$ cat src/rtl/zl_punct_conv_encoder.sv
`default_nettype none
// ============================================================================
// zl_punct_conv_encoder : rate-1/2 convolutional encoder with a runtime
//                         selectable DVB-S puncturer (1/2 2/3 3/4 5/6 7/8).
// Revision 1.0
// ============================================================================
module zl_punct_conv_encoder #(
  parameter int             K      = 7,
  parameter logic [K-1:0]   I_POLY = 7'o171,
  parameter logic [K-1:0]   Q_POLY = 7'o133,
  parameter int             DATA_W = 8
) (
  input  logic              clk,
  input  logic              rst_n,
  input  logic              sync_clr,
  input  logic [2:0]        rate_sel,
  input  logic [DATA_W-1:0] data_in,
  input  logic              data_in_req,
  output logic              data_in_ack,
  output logic              data_out_i,
  output logic              data_out_q,
  output logic              data_out_req,
  input  logic              data_out_ack
);

  localparam int               IDX_W    = (DATA_W > 1) ? $clog2(DATA_W) : 1;
  localparam logic [IDX_W-1:0] LAST_IDX = IDX_W'(DATA_W - 1);

  logic [K-2:0]     sr;
  logic [IDX_W-1:0] bit_idx;
  logic [2:0]       phase;
  logic [2:0]       rate;
  logic             rate_fresh;
  logic [2:0]       bbuf;
  logic [1:0]       cnt;

  logic [2:0]       eff_rate;
  logic [2:0]       period;
  logic [2:0]       nphase;
  logic             keep_x;
  logic             keep_y;
  logic             cur_bit;
  logic [K-1:0]     vec;
  logic             enc_x;
  logic             enc_y;
  logic             pop;
  logic [1:0]       rem;
  logic             step;
  logic             bit_a;
  logic             two_kept;
  logic [1:0]       nkept;
  logic [2:0]       nbuf;
  logic [1:0]       ncnt;

  // After an asynchronous reset the active rate is taken from rate_sel
  // until the first clock edge latches it.
  assign eff_rate = rate_fresh ? rate_sel : rate;

  always_comb begin
    period = 3'd1;
    keep_x = 1'b1;
    keep_y = 1'b1;
    case (eff_rate)
      3'd1: begin
        period = 3'd2;
        keep_x = (phase == 3'd0);
      end
      3'd2: begin
        period = 3'd3;
        keep_x = (phase != 3'd1);
        keep_y = (phase != 3'd2);
      end
      3'd3: begin
        period = 3'd5;
        keep_x = ~phase[0];
        keep_y = (phase == 3'd0) || (phase == 3'd1) || (phase == 3'd3);
      end
      3'd4: begin
        period = 3'd7;
        keep_x = (phase == 3'd0) || (phase == 3'd4) || (phase == 3'd6);
        keep_y = (phase != 3'd4) && (phase != 3'd6);
      end
      default: begin
        period = 3'd1;
      end
    endcase
  end

  assign nphase  = (phase == period - 3'd1) ? 3'd0 : phase + 3'd1;

  assign cur_bit = data_in[bit_idx];
  assign vec     = {cur_bit, sr};
  assign enc_x   = ^(vec & I_POLY);
  assign enc_y   = ^(vec & Q_POLY);

  assign data_out_req = cnt[1];
  assign data_out_i   = data_out_req & bbuf[0];
  assign data_out_q   = data_out_req & bbuf[1];

  assign pop         = data_out_req & data_out_ack;
  assign rem         = pop ? cnt - 2'd2 : cnt;
  assign step        = rst_n & ~sync_clr & data_in_req & (rem <= 2'd1);
  assign data_in_ack = step & (bit_idx == '0);

  // Kept bits go in X-then-Y order directly after the bits left over from the pop.
  assign bit_a    = keep_x ? enc_x : enc_y;
  assign two_kept = keep_x & keep_y;
  assign nkept    = {1'b0, keep_x} + {1'b0, keep_y};

  always_comb begin
    nbuf = pop ? {2'b00, bbuf[2]} : bbuf;
    ncnt = rem;
    if (step) begin
      ncnt = rem + nkept;
      if (rem[0]) begin
        nbuf[1] = bit_a;
        if (two_kept) nbuf[2] = enc_y;
      end else begin
        nbuf[0] = bit_a;
        if (two_kept) nbuf[1] = enc_y;
      end
    end
  end

  always_ff @(posedge clk or negedge rst_n) begin
    if (!rst_n) begin
      sr         <= '0;
      bit_idx    <= LAST_IDX;
      phase      <= 3'd0;
      rate       <= 3'd0;
      rate_fresh <= 1'b1;
      bbuf       <= 3'b000;
      cnt        <= 2'd0;
    end else if (sync_clr) begin
      sr         <= '0;
      bit_idx    <= LAST_IDX;
      phase      <= 3'd0;
      rate       <= rate_sel;
      rate_fresh <= 1'b0;
      bbuf       <= 3'b000;
      cnt        <= 2'd0;
    end else begin
      rate_fresh <= 1'b0;
      // A new rate only takes hold on a pattern boundary.
      if (rate_fresh || (step && (nphase == 3'd0))) rate <= rate_sel;
      bbuf <= nbuf;
      cnt  <= ncnt;
      if (step) begin
        sr      <= vec[K-1:1];
        bit_idx <= (bit_idx == '0) ? LAST_IDX : bit_idx - 1'b1;
        phase   <= nphase;
      end
    end
  end

endmodule
`default_nettype wire

$ cat config.mk
export PLATFORM = sky130hd
export DESIGN_NAME = zl_punct_conv_encoder
export DESIGN_NICKNAME = d
export VERILOG_FILES = /design/src/rtl/zl_punct_conv_encoder.sv
export SDC_FILE = /design/constraint.sdc
export NUM_CORES = 1
export LEC_CHECK = 0
export ABC_CLOCK_PERIOD_IN_PS = 2300
export CORE_UTILIZATION = 45
export CTS_BUF_LIST = sky130_fd_sc_hd__clkbuf_8
export CTS_CLUSTER_DIAMETER = 80
export DETAILED_ROUTE_END_ITERATION = 6
export PLACE_DENSITY = 0.8
export SLEW_MARGIN = 0
export SYNTH_ARGS = -nofsm -noshare
export SYNTH_HDL_FRONTEND = slang
export SYNTH_SLANG_ARGS = --single-unit
export TNS_END_PERCENT = 10
$ cat constraint.sdc
create_clock -name clk -period 2.3 [get_ports clk]
set_input_delay 0.46 -clock clk [delete_from_list [all_inputs] [get_ports clk]]
set_output_delay 0.46 -clock clk [all_outputs]
set_load 0.05 [all_outputs]
# Word-level counts from Yosys, hierarchy flattened
# Cells that the tools add are included.
# W data, S select, Z words.
# word_totals
regBits	21
input_bits	16
out_inout_bits	4
word_cells	80
# classes
n_addsub	6
order_cmp	2
n_eq_ne	13
mux	28
n_bitwise	10
n_reduce_logical	14
# ops
operator	count
$mux W3	12
$reduce_xor A7 Y1	2
$mux W6	2
$pmux W3 S4	1
$eq A3 B2 Y1 const B	3
$eq A3 B3 Y1 const B	3
$logic_not A3 Y1	3
$and A1 B1 Y1	8
$mux W1	7
$eq A3 B1 Y1 const B	2
$mux W2	3
$ne A3 B3 Y1 const B	2
$sub A3 B1 Y3 const B	2
$logic_or A1 B1 Y1	5
$lt A3 B4 Y1 const B	1
$pmux W1 S4	1
$reduce_bool A2 Y1	2
$add A3 B1 Y3 const B	1
$bmux W1 S3	1
$eq A3 B3 Y1	1
$ne A3 B1 Y1 const B	1
$ne A3 B2 Y1 const B	1
$pmux W1 S3	1
$add A1 B1 Y2	1
other kinds (5)	7

# Longest topological paths before layout
# Gate-level depths: netlist (run 1).
# depth
ltp_word	11
ltp_mapped	9
ltp_nobuf	8

# Worst setup path after synthesis (run 1)
# OpenSTA, ideal clock, no wires.
# synth_timing
path_type	register to output
startpoint	register cnt[1]
endpoint	output data_in_ack
arrival_time_ps	2281
required_ps	1840
path_slack_ps	-441
stages_incl_launch_ff	5
path_buffers	1
cell_sequence	dfrtp_1 -> nand2b_1 -> nand3_1 -> clkbuf_1 -> nor3_1
# synth_between
elab_chain_cells	5
word_cells_on_any_way	6
cone_classes	add/sub (1); order compare (1); mux (1); bitwise (3)
# synth_rtl
item	line_no	rtl
start, declared	35	logic [1:0] cnt;
start signal, assigned	147	cnt <= ncnt;
$sub A2 B2 Y2 or $and A1 B1 Y1 (tied branches)	101, 100	
$mux W2 *	101	assign rem = pop ? cnt - 2'd2 : cnt;
$le A2 B1 Y1 *	102	assign step = rst_n & ~sync_clr & data_in_req & (rem <= 2'd1);
$and A1 B1 Y1 *	102	
$and A1 B1 Y1 *	103	assign data_in_ack = step & (bit_idx == '0);
end, declared	19	output logic data_in_ack,
# Every way passes the cells marked *; elsewhere a longest branch is shown, timed or not.

# Final worst setup path (run 1)
# layout_timing
startpoint	register rate_fresh
endpoint	register cnt[0]
# layout_between
elab_chain_cells	7
word_cells_on_any_way	11
cone_classes	add/sub (2); eq/ne (4); mux (5)
# layout_rtl
item	line_no	rtl
start, declared	33	logic rate_fresh;
start signal, assigned	131	rate_fresh <= 1'b1;
start signal, assigned	139	rate_fresh <= 1'b0;
start signal, assigned	143	rate_fresh <= 1'b0;
$mux W3 *	57	assign eff_rate = rate_fresh ? rate_sel : rate;
$eq A3 B3 Y1, or another cell as far along	63	case (eff_rate)
$pmux W1 S4 or $pmux W1 S3 (tied branches)	63	
$add A1 B1 Y2 *	108	assign nkept = {1'b0, keep_x} + {1'b0, keep_y};
$add A2 B2 Y2 *	114	ncnt = rem + nkept;
$mux W2 *	113	if (step) begin
$mux W2 *	134	end else if (sync_clr) begin
# Marked as above.
# A chain may end at the register's enable or synchronous reset.

==> metrics.md, run 1 <==
| Metric | Value |
|---|---|
| VDD IR max | `0.0002273 V` |
| Routability Congestion | `0.9078` |
| CP startpoint kind | `register` |
| Wire length per cell | `13.93 um` |
| Top FF cell, synth | `dfrtp_1` |
| Crit path max fanout | `5` |
| Power Dens Cells | `434.3 nW/um^2` |
| Worst-path clk slew | `0.08 ns` |
| Longest Clk Path Bufs | `2` |
| Post-synthesis to final-layout area growth | `32.16%` |
| Final Hold Viols | `0` |
| Clk pwr share | `0.280` |
| First-pass GRT wire length | `5.823 mm` |
| Sink Count | `21` |
| Status | `complete, no violations` |
| Avg Cell Area, Syn | `9.055 um^2` |
| Max-Cap Viols | `0` |
| Post-synth EDFFs | `0` |
| Hold depth | `2` |
| Drt first pass iters | `4` |
| Worst r2r src | `rate_fresh` |
| Switching share of power | `0.3077` |
| Max layer used | `met4` |
| Vert. Die Dim | `61.68 um` |
| FMAX | `447.7 MHz` |
| Core Util, Final | `0.6298` |
| Met3 WL | `137 um` |
| Crit-path max cell delay | `0.63 ns` |
| Worst path cell trace | `mux2i_4 > mux2i_1 > o211ai_2 > buf_4 > fa_2 > a211oi_2` |
| Vias | `1384` |
| Vias per cell | `5.344` |
| CP arrival | `2.39 ns` |
| Netlist Area Pre-Place | `1603 um^2` |
| Switch Pwr | `0.2831 mW` |
| Synth warnings | `0` |
| Hpwl dp | `2.623 mm` |
| P_int | `0.6369 mW` |
| Total power | `0.9200 mW` |
| Cell area after layout | `2118 um^2` |
| Critical path's slowest cell | `dfstp_2` |
| H-tree lvl count | `1` |
| Crit. End Element | `register` |
| Gr ovfl total | `0` |
| Pin count of the biggest net entering global routing | `18` |
| Total CTS buffers | `3` |
| Seq cells post-synth | `21` |
| WL final | `3.609 mm` |
| Syn Nets | `201` |
| Initial core utilization | `0.4766` |
| Period utilization | `0.9710` |
| Wire length on met2 | `1.722 mm` |
| Clock skew | `0.003426 ns` |
| Vias in the first global route | `1287` |
| Top delay family on crit path | `flip-flops` |
| Cell count after synthesis | `177` |
| Hold Crit Class | `register to register` |
| CTS tree | `yes` |
| Setup violations, final | `0` |
| Die ar. | `3804 um^2` |
| Layout cells sized above 1 | `0.2394` |
| Reg power frac | `0.446` |
| Root buf cell | `clkbuf_8` |
| Synth cell types | `51` |
| I/O pins | `20` |
| Diodes inserted | `0` |
| R2r endpoint | `cnt[0]` |
| RSZ-0062 raised after global routing | `true` |
| Initial antenna violation count | `0` |
| GRT Resource Usage Total | `0.2113` |
| DRC | `0` |
| Comb pwr share | `0.274` |
| Leakage | `0.8680 nW` |
| R2R Setup Slk | `0.07 ns` |
| DRT iter0 DRCs | `55` |
| FF-to-FF path depth | `6` |
| Final Critical Period | `2.233 ns` |
| Core area | `3363 um^2` |
| Fin worst setup slack | `0.06659 ns` |
| DRT met1 WL | `1.696 mm` |
| Core Rows | `21` |
| Async SR Flop Fraction | `1.000` |
| WP buf/inv | `1` |
| WP data required | `2.46 ns` |
| Hold Path Origin | `sr[2]` |
| Setup_tns | `0 ns` |
| Max Slew Vio Count | `0` |
| CP Class | `register to register` |
| Final net count | `238` |
| Place WS | `-0.3910 ns` |
| Routed Antenna Nets | `0` |
| Port buffer count | `19` |
| Die Wd | `61.68 um` |
| Seq/Total Area, Yosys | `0.3310` |
| Clock Latency Late Sink | `0.27 ns` |
| Worst Hold End | `sr[1]` |
| Area after DPL | `1974 um^2` |
## flip-flops by register name, summed over array words and instances, names as in the netlist
register and cells:
rate 3, phase 3, bit_idx 3, cnt 2, bbuf 3, rate_fresh 1, sr 6
## area by class of cell
cell class                      count  area, um^2
Timing Repair Buffer               40       365.4
Clock inverter                      1       5.005
Inverter                            8       30.03
Clock buffer                        3       41.29
Sequential cell                    21       530.5
Tap cell                           46       57.56
Multi-Input combinational cell    140        1089
Fill cell                         287        1245
## worst min-delay path, cell delays in order, from the launching register on
cell and delay (ns):
dfrtp_1 0.39, nand2_1 0.06, a21oi_1 0.05
## synthesized netlist by cell type (2+ instances only)
cell type	count	area [um^2]
nand2_1	20	75.07
dfrtp_1	17	425.4
nor2_1	13	48.80
a21oi_1	11	55.05
nand2b_1	11	68.82
inv_1	8	30.03
ha_1	7	87.58
xnor2_1	7	61.31
nand3_1	6	30.03
mux2i_1	5	50.05
a211oi_1	4	30.03
clkbuf_1	4	15.01
dfstp_2	4	105.1
mux2_1	4	45.04
o2111ai_1	4	35.03
and3b_1	3	26.28
mux2_2	3	33.78
nor3_1	3	15.01
nor3b_1	3	22.52
o21ai_0	3	15.01
and2_1	2	12.51
and3_1	2	12.51
buf_2	2	10.01
o211ai_1	2	15.01
o221ai_1	2	17.52
or3b_2	2	17.52
## per-stage QoR
step                      std cells  hold WS [ns]
after global routing            259        0.5437
after detailed placement        253        0.5034
after global placement          253        0.4893
final                           259        0.5337
after floorplan                 177        0.1644
after CTS                       257        0.5290
## power by group through the flow
stage          combinational (mW)  sequential [mW]  clock, mW
2_1_floorplan               0.138            0.413          0
3_3_place_gp                0.227            0.414          0
3_5_place_dp                0.231            0.414          0
4_1_cts                     0.233            0.408      0.262
5_1_grt                     0.277            0.414      0.285
6_report                    0.252            0.410      0.257
## placed cells by master, fill, tap and decap left out, types with 3 or more instances in the layout
cell,Yosys,final
mux2i_1,5,4
o21ai_0,3,3
inv_1,8,8
o2111ai_1,4,4
buf_4,0,19
clkdlybuf4s50_1,0,15
mux2_2,3,3
nand2_1,20,20
xnor2_1,7,7
dfrtp_1,17,17
nand2b_1,11,11
nand3_1,6,5
a211oi_1,4,3
nor2_1,13,13
ha_1,7,7
and3b_1,3,3
dfstp_2,4,4
a21oi_1,11,10
clkbuf_8,0,3
mux2_1,4,4
nor3b_1,3,3
## what timing repair did
item / CTS / global route
cloned: 0 / 0
pin swaps: 1 / 6
setup endpoints to repair: 8 / 9
gates resized for setup: 4 / 13
buffers inserted: 0 / 2
hold buffers: 0 / 0
## routing by layer
layer  global-route usage  up-vias
li1                     -      704
met5                    0        -
met4              0.07937        0
met3              0.03151        5
met2               0.3364       38
met1               0.2900      637
## kinds of logic (layout without fill, tap and decap cells)
group,Yosys count,after routing,synth area share
buf+inv,16,52,0.04371
fa+ha+maj,8,8,0.06713
compound gates,40,40,0.1850
other cells,1,1,0.002340
flops,21,21,0.3310
simple gates,69,69,0.2241
mux,14,14,0.1030
xor+xnor,8,8,0.04372
## how the worst max path moves through the flow
| stage | startpoint | endpoint | slack [ns] | depth (start not counted) |
|---|---|---|---|---|
| after floorplan | rate_fresh | bbuf[1] | 0.11 | 6 |
| final | rate_fresh | cnt[0] | 0.07 | 6 |
| after detailed placement | rate_sel[1] | cnt[0] | -0.39 | 6 |
| after global placement | rate_sel[1] | cnt[0] | -0.33 | 6 |
| after global routing | rate_fresh | cnt[0] | -0.03 | 7 |
| after CTS | data_out_ack | data_in_ack | 0.008 | 6 |
Note: power is estimated with default switching activity, not from simulation.
==> run 2: changes to the inputs <==
Settings changed: PLACE_DENSITY 0.8 to 0.69, REMOVE_ABC_BUFFERS set to 1.
==> metrics.md, run 2 (synthesized netlist as in run 1, its figures left out) <==
| Metric | Value |
|---|---|
| Wire length per cell | `15.39 um` |
| Core Util, Final | `0.6362` |
| Routed Antenna Nets | `0` |
| WP data required | `2.45 ns` |
| Crit-path max cell delay | `0.65 ns` |
| Clock Latency Late Sink | `0.26 ns` |
| GRT Resource Usage Total | `0.2319` |
| Normalized max-slew margin | `0.6677` |
| CTS tree | `yes` |
| Failing checks | `setup timing` |
| Post-synthesis to final-layout area growth | `33.49%` |
| DRC | `0` |
| Final Hold Viols | `0` |
| Layout cells sized above 1 | `0.2627` |
| Fin worst setup slack | `-0.003617 ns` |
| Leakage | `0.9040 nW` |
| CP most frequent cell | `buf_4` |
| Max-Cap Viols | `0` |
| Worst-path clk slew | `0.08 ns` |
| Worst path cell trace | `mux2i_4 > buf_4 > buf_4 > o2111ai_1 > nand3_1 > nand2_1 > o21ai_2 > mux2_4` |
| Area after DPL | `1978 um^2` |
| Most common cell after layout, fill and taps aside | `buf_4` |
| Hpwl dp | `2.998 mm` |
| Gr ovfl total | `0` |
| Root buf cell | `clkbuf_8` |
| Most frequent cells in the layout | `24 x buf_4, 20 x nand2_1, 17 x dfrtp_1` |
| Clock skew | `0.001190 ns` |
| Sink Count | `21` |
| Core Rows | `21` |
| CP Class | `register to register` |
| Status | `finished with violations` |
| H-tree lvl count | `1` |
| RSZ-0062 raised after global routing | `true` |
| Top reg by flops | `sr` |
| Setup violations, final | `1` |
| Critical path's slowest cell | `dfstp_2` |
| Vias | `1454` |
| Worst Tran Pin Value | `0.4968 ns` |
| Total power | `0.9241 mW` |
| Dpl cells | `255` |
| Final net count | `242` |
| Max Slew Vio Count | `0` |
| Hold Crit Class | `register to register` |
| Diodes inserted | `0` |
| Flip-flop count of the largest register after layout | `6` |
| Initial core utilization | `0.4766` |
| WL final | `4.048 mm` |
| Hold_buf cts | `0` |
| Crit path max fanout | `8` |
| Port buffer count | `19` |
| Vert. Die Dim | `61.68 um` |
| Total CTS buffers | `3` |
| Pin count of the biggest net entering global routing | `23` |
| Vias in the first global route | `1433` |
| FMAX | `434.1 MHz` |
| Die Wd | `61.68 um` |
| I/O pins | `20` |
| CP arrival | `2.46 ns` |
| Non-filler cells in the finished layout | `263` |
| Cell area after layout | `2140 um^2` |
| Die ar. | `3804 um^2` |
| Drt first pass iters | `4` |
| Initial antenna violation count | `0` |
| Core area | `3363 um^2` |
| Final Critical Period | `2.304 ns` |
| First-pass GRT wire length | `6.430 mm` |
| Period utilization | `1.002` |
| Vias per cell | `5.529` |
| DRT iter0 DRCs | `58` |
| Crit. End Element | `register` |
| VDD IR max | `0.0003146 V` |
| Longest Clk Path Bufs | `2` |
| Power Dens Cells | `431.9 nW/um^2` |
| # fillers | `295` |
| CP startpoint kind | `register` |
| Routability Congestion | `0.8821` |
## run 2: critical path, delay by kind of cell, from the launching register on
kind | cells | cell delay (ns)
DFF | 1 | 0.65
and+or+nand+nor | 2 | 0.22
buffers and inverters | 2 | 0.24
AOI/OAI and AO/OA | 2 | 0.44
muxes | 2 | 0.64
## run 2: per-stage QoR
stage / setup slack [ns] / setup TNS, ns / hold slack [ns]
final: -0.003617 / -0.003617 / 0.5301
after global routing: -0.06934 / -0.2896 / 0.5558
after CTS: -0.003206 / -0.006031 / 0.5229
after detailed placement: -0.3826 / -2.777 / 0.4982
after global placement: -0.2973 / -2.080 / 0.4849
after floorplan: -0.4362 / -0.4378 / 0.1644
## run 2: metal layers
layer / wire length [um] / track usage / vias up
li1: - / - / 710
met1: 1831 / 0.2969 / 711
met2: 2056 / 0.4040 / 26
met3: 95 / 0.02731 / 7
met4: 64 / 0.07619 / 0
met5: 0 / 0 / -
## run 2: area by class of cell
type                       count  area [um^2]  area share
tap                           46        57.56     0.02690
multi-input combinational    140         1079      0.5041
inverter                       8        30.03     0.01404
sequential                    21        530.5      0.2480
timing repair buffer          44        396.6      0.1854
clock inverter                 1        5.005    0.002339
clock buffer                   3        41.29     0.01930
## run 2: timing repair
item | 4_1_cts | 5_1_grt
setup endpoints to repair | 8 | 8
gates resized for setup | 2 | 16
setup buffers | 0 | 4
hold endpoints to repair | 0 | 0
pin swaps | 1 | 6
gates cloned | 0 | 0
## run 2: power breakdown
| part | internal [mW] | switching (mW) | total (mW) | leakage (nW) |
|---|---|---|---|---|
| Sequential | 0.389 | 0.0243 | 0.413 | 0.270 |
| Clock | 0.121 | 0.132 | 0.253 | 0.0255 |
| Combinational | 0.133 | 0.126 | 0.259 | 0.609 |
## run 2: final timing paths
check | start | to | slack, ns | depth (start not counted)
min | sr[2] | sr[2] | 0.53 | 2
max | rate_fresh | rate[1] | -0.004 | 8
max reg2reg | rate_fresh | rate[1] | -0.004 | 8
min reg2reg | sr[2] | sr[2] | 0.53 | 2
min in group asynchronous | rst_n | sr[4] | 0.61 | 2
max in group asynchronous | rst_n | rate_fresh | 1.41 | 2
==> run 3: changes to the inputs <==
Settings changed: SLEW_MARGIN 0 to 30.
==> results of run 3 <==
No change in the layout: final DEF, timing and power equal those of run 2.
